<file path="config.mk">
export PLATFORM = sky130hd
export DESIGN_NAME = wide_addsub_seq
export DESIGN_NICKNAME = d
export VERILOG_FILES = /design/src/rtl/wide_addsub_pkg.sv /design/src/rtl/addsub_limb.sv /design/src/rtl/wide_addsub_seq.sv
export SDC_FILE = /design/constraint.sdc
export NUM_CORES = 2
export LEC_CHECK = 0
export CAP_MARGIN = 20
export CORE_AREA = 5 5 596 598
export CTS_BUF_LIST = sky130_fd_sc_hd__clkbuf_8 sky130_fd_sc_hd__clkbuf_16
export DETAILED_ROUTE_END_ITERATION = 16
export DIE_AREA = 0 0 601 603
export HOLD_SLACK_MARGIN = 0.12
export PLACE_DENSITY = 0.48
export SETUP_SLACK_MARGIN = 0.02
export SLEW_MARGIN = 20
export SYNTH_ARGS = -nofsm -noshare
export SYNTH_HDL_FRONTEND = slang
export SYNTH_SLANG_ARGS = --single-unit
</file>
<file path="constraint.sdc">
create_clock -name clk -period 7.7 [get_ports clk]
set_clock_uncertainty 0.2 [all_clocks]
set_input_delay 1.54 -clock clk [delete_from_list [all_inputs] [get_ports clk]]
set_output_delay 1.54 -clock clk [all_outputs]
set_load 0.02 [all_outputs]
</file>
<file path="src/rtl/wide_addsub_pkg.sv">
`default_nettype none
// ==========================================================================
// wide_addsub_pkg: shared state encoding and sizing helpers for wide_addsub_seq
// Revision: 1.0
// ==========================================================================
package wide_addsub_pkg;

  typedef enum logic [1:0] {
    IDLE = 2'd0,
    RUN  = 2'd1,
    DONE = 2'd2
  } state_t;

  // Slice count covers WIDTH+1 bits so the add carry-out has a home.
  function automatic int nlimb(input int width, input int limb);
    return (width + limb) / limb;
  endfunction

  function automatic int idx_width(input int n);
    return (n <= 2) ? 1 : $clog2(n);
  endfunction

endpackage
`default_nettype wire

</file>
<file path="src/rtl/addsub_limb.sv">
`default_nettype none
// ==========================================================================
// addsub_limb: combinational LIMB-bit adder with carry in/out and B inversion
// Revision: 1.0
// ==========================================================================
module addsub_limb #(
  parameter int LIMB = 64
) (
  input  logic [LIMB-1:0] a,
  input  logic [LIMB-1:0] b,
  input  logic            cin,
  input  logic            invert_b,
  output logic [LIMB-1:0] sum,
  output logic            cout
);

  logic [LIMB-1:0] w_b_eff;

  assign w_b_eff     = invert_b ? ~b : b;
  assign {cout, sum} = {1'b0, a} + {1'b0, w_b_eff} + {{LIMB{1'b0}}, cin};

endmodule
`default_nettype wire

</file>
<file path="src/rtl/wide_addsub_seq.sv">
`default_nettype none
// ==========================================================================
// wide_addsub_seq: multi-cycle wide add/subtract, one LIMB slice per cycle
// Revision: 1.0
// ==========================================================================
module wide_addsub_seq
  import wide_addsub_pkg::*;
#(
  parameter int WIDTH = 514,
  parameter int LIMB  = 64
) (
  input  logic             clk,
  input  logic             resetn,
  input  logic             start,
  input  logic             subtract,
  input  logic [WIDTH-1:0] in_a,
  input  logic [WIDTH-1:0] in_b,
  output logic [WIDTH:0]   result,
  output logic             busy,
  output logic             done
);

  localparam int c_NLIMB = nlimb(WIDTH, LIMB);
  localparam int c_PW    = c_NLIMB * LIMB;
  localparam int c_IW    = idx_width(c_NLIMB);
  localparam logic [c_IW-1:0] c_LAST_IDX = c_IW'(c_NLIMB - 1);

  state_t            r_state;
  logic [c_PW-1:0]   r_a;
  logic [c_PW-1:0]   r_b;
  logic              r_sub;
  logic              r_carry;
  logic [c_IW-1:0]   r_idx;
  logic [WIDTH:0]    r_res;
  logic              r_busy;
  logic              r_done;

  logic [LIMB-1:0]   w_sum;
  logic              w_cout;
  logic [WIDTH:0]    w_res_next;

  // Operands shift down one slice per cycle, so the adder always sees bits [LIMB-1:0].
  addsub_limb #(
    .LIMB(LIMB)
  ) u_limb (
    .a        (r_a[LIMB-1:0]),
    .b        (r_b[LIMB-1:0]),
    .cin      (r_carry),
    .invert_b (r_sub),
    .sum      (w_sum),
    .cout     (w_cout)
  );

  // Padding bits of the top slice have no result bit and are simply dropped.
  for (genvar i = 0; i <= WIDTH; i++) begin : g_res_bit
    assign w_res_next[i] = (r_idx == c_IW'(i / LIMB)) ? w_sum[i % LIMB] : r_res[i];
  end

  always_ff @(posedge clk or negedge resetn) begin
    if (!resetn) begin
      r_state <= IDLE;
      r_a     <= '0;
      r_b     <= '0;
      r_sub   <= 1'b0;
      r_carry <= 1'b0;
      r_idx   <= '0;
      r_res   <= '0;
      r_busy  <= 1'b0;
      r_done  <= 1'b0;
    end else begin
      case (r_state)
        IDLE: begin
          if (start) begin
            r_a     <= {{(c_PW - WIDTH){1'b0}}, in_a};
            r_b     <= {{(c_PW - WIDTH){1'b0}}, in_b};
            r_sub   <= subtract;
            r_carry <= subtract;
            r_idx   <= '0;
            r_busy  <= 1'b1;
            r_state <= RUN;
          end
        end
        RUN: begin
          r_res   <= w_res_next;
          r_carry <= w_cout;
          r_a     <= r_a >> LIMB;
          r_b     <= r_b >> LIMB;
          r_idx   <= r_idx + c_IW'(1);
          if (r_idx == c_LAST_IDX) begin
            r_state <= DONE;
            r_done  <= 1'b1;
          end
        end
        DONE: begin
          r_done  <= 1'b0;
          r_busy  <= 1'b0;
          r_state <= IDLE;
        end
        default: r_state <= IDLE;
      endcase
    end
  end

  assign result = r_res;
  assign busy   = r_busy;
  assign done   = r_done;

endmodule
`default_nettype wire

</file>
==> results.yml <==
worst_setup_path:
  cp_slowest_cell: "dfrtp_4"
  critical_path.endpoint_type: "flip-flop"
  crit_path_frequent_cell: "fa_1"
  cp.required_ns: 8.19
  start_kind: "flip-flop"
  path_class: "reg2reg"
  max_stage_delay_ns: 0.97
  crit_fanout: 48
  cp_cell_sequence: "xor2_1, fa_1, fa_1, a211oi_1, o211ai_1, a32oi_1, a31oi_1, buf_4, a32o_1, a21oi_2, xor2_2, o21ai_0"
  cp.arrival_ns: 5.71
final_layout:
  syn_to_final_growth_pct: 40.25
  drive_above_1_share_pct: 7.369
  fin_nets: 10070
  multi_input_area_um2: 27820
  num-fill-cells: 37870
  seq_area_um2: 38870
routing:
  firstDrtPassIters: 5
  routed-wl-met3_um: 23220
  drtAntennaViolNets: 0
  vias: 62200
  drtIter0Drc: 5592
  met1Wirelength_um: 153500
  vias_per_cell: 4.508
  postRouteWirelength_um: 377800
  drc: 0
  topRoutingLayerUsed: "met5"
  wl_per_cell_um: 27.38
  wl_met2_um: 185700
synth:
  synth_ff_type: "dfrtp_1"
  synth_edf_count: 0
  synth_most_common_cell: "nand2_1"
  synthTopCellsByCount: "2482 x nand2_1, 1553 x dfrtp_1, 961 x nor2_1"
  ys_seq_area_share_pct: 56.82
  yosysTopAreaCell: "dfrtp_1"
  synth.area.top_cells: "dfrtp_1 57%, nand2_1 14%, a31oi_1 8.3%"
  syn-instance-count: 7686
  postSynthAreaPerCell_um2: 8.899
  synth_seq_cells: 1553
  yosys.cell_types.count: 65
  synth.top_cell.area_share_pct: 56.82
  async_flop_share_pct: 100.0
  syn_area_um2: 68400
  syn-num-nets: 8787
  yosysWarnings: 0
grt:
  grt_pass1_wl_um: 508800
  grt_max_degree: 235
  grt_overflow: 0
  antenna_found_initial: 191
  first_global_vias: 60270
  grt_usage_pct: 19.88
die:
  rows: 217
  dieArea_um2: 362400
  die_h_um: 603
  core-area_um2: 348600
  die_x_um: 601
  initial_core_util_pct: 19.62
  ioPinCount: 1549
power_and_ir_drop:
  pwr-share-clk_pct: 17.4
  comb_power_share_pct: 53.6
  vdd_drop_max_mv: 0.4266
  power_leakage_nw: 40.98
  finalPower_mw: 54.32
  cellPowerDensity_nw_per_um2: 566.3
  swShare_pct: 50.40
  net-switching-power_mw: 27.38
  p_int_mw: 26.94
  p_seq_share_pct: 29.0
sta:
  fin_crit_ns: 5.224
  period_share_pct: 67.84
  slew_headroom_pct: 23.69
  final_hold_viol_count: 0
  report.final.slew_viol_count: 0
  setup_viol_count_final: 0
  grt_setup_unrepaired: "no"
  timing.fmax_mhz: 191.4
  worst_pin_slew_ns: 1.145
  setup_tns_ns: 0
clock_tree:
  cts_buffers: 194
  insertion_delay_ns: 0.89
  path_clk_slew_ns: 0.06
  cts_buffer_depth: 4
  clock_tree.root_cell: "clkbuf_16"
  numClockSinks: 1553
  cts_resized: 0
  cts_tree: "built"
  hold_buffers: 0
  htree_levels: 4
  post_cts_buffers: 0
worst_hold_path:
  holdCritPathClass: "reg2reg"
place:
  io_buffers: 1548
  gp_congestion: 0.8920
  dpl.hpwl_um: 292000
status:
  outcome: "finished clean"
flow_run:
  maxCapViolCount: 0
## cells in the final DEF, fill, tap and decap left out, types with 59 or more instances in the layout
cell type        Yosys  layout
nand3_1            150     149
o21ai_0            365     365
a31oi_1            911     911
clkbuf_16            0     195
nor2_1             961     961
dfrtp_1           1553    1552
buf_4                0      81
nand2_1           2482    2473
xor2_1              92      69
clkdlybuf4s50_1      0    1547
clkbuf_8             0      59
mux2_2             178     178
a21oi_1             85      85
diode_2              0      79
ha_1                67      67
## power by group through the flow
stage,Combinational (mW),Sequential [mW],Clock (mW)
floorplan,13.6,15.4,0
global placement,29.5,15.9,0
detailed placement,29.6,15.9,0
CTS,29.7,15.8,9.75
global route,31.5,16.1,10.0
finish,29.1,15.7,9.48
## layout make-up
class / count / share of cell area [%]
Antenna cell: 79 / 0.2061
Clock buffer: 254 / 5.933
Clock inverter: 96 / 0.9600
Inverter: 16 / 0.06261
Multi-Input combinational cell: 5546 / 29.00
Sequential cell: 1553 / 40.52
Tap cell: 4599 / 5.999
Timing Repair Buffer: 1654 / 17.33
## routing by layer
metal	global-route usage (%)	up-vias
met5	0	-
li1	-	28620
met2	33.90	2055
met1	24.67	30940
met3	4.077	527
met4	7.554	58
## cells by family (layout without fill, tap and decap cells)
logic type	after synthesis	after routing	share of synthesized area (%)
buf+inv	587	2020	3.258
other cells	0	79	0
flops	1553	1553	56.82
simple gates	3668	3668	20.71
mux	178	178	2.931
fa+ha+maj	69	69	1.284
xor+xnor	123	123	1.597
compound gates	1508	1508	13.40
## per-stage QoR
step | cell area (um2) | util (%) | instances | hold WS, ns | setup slack, ns
5_1_grt | 95840 | 27.49 | 13760 | 0.2908 | 2.223
4_1_cts | 95730 | 27.46 | 13720 | 0.2816 | 2.441
3_3_place_gp | 89090 | 25.56 | 13370 | 0.2597 | 2.500
3_5_place_dp | 89120 | 25.56 | 13370 | 0.2675 | 2.481
2_1_floorplan | 68400 | - | 7686 | 0.2673 | 3.408
6_report | 95930 | 27.52 | 13800 | 0.2750 | 2.476
## worst max-delay path: cells and delay by family (launching register included)
| family | cells | cell delay (ns) |
|---|---|---|
| compound gates | 7 | 2.02 |
| xor+xnor | 2 | 0.67 |
| fa+ha+maj | 2 | 0.93 |
| buf+inv | 1 | 0.18 |
| flops | 1 | 0.97 |
## flip-flops by register name, summed over array words and instances, names as in the netlist
| register | cells |
|---|---|
| r_state | 2 |
| done | 1 |
| r_a | 514 |
| r_carry | 1 |
| r_b | 514 |
| r_sub | 1 |
| r_idx | 4 |
| busy | 1 |
| result | 515 |
## worst paths after layout
path                       slack, ns         from     endpoint  cells after the start
min                             0.28  result[278]  result[278]                      2
min in group asynchronous       0.44       resetn      r_b[93]                      1
max reg2reg                     2.48        r_sub  result[504]                     12
max in group asynchronous       5.10       resetn     r_a[350]                      3
min reg2reg                     0.28  result[278]  result[278]                      2
max                             2.48        r_sub  result[504]                     12
(Power assumes the default switching activity.)
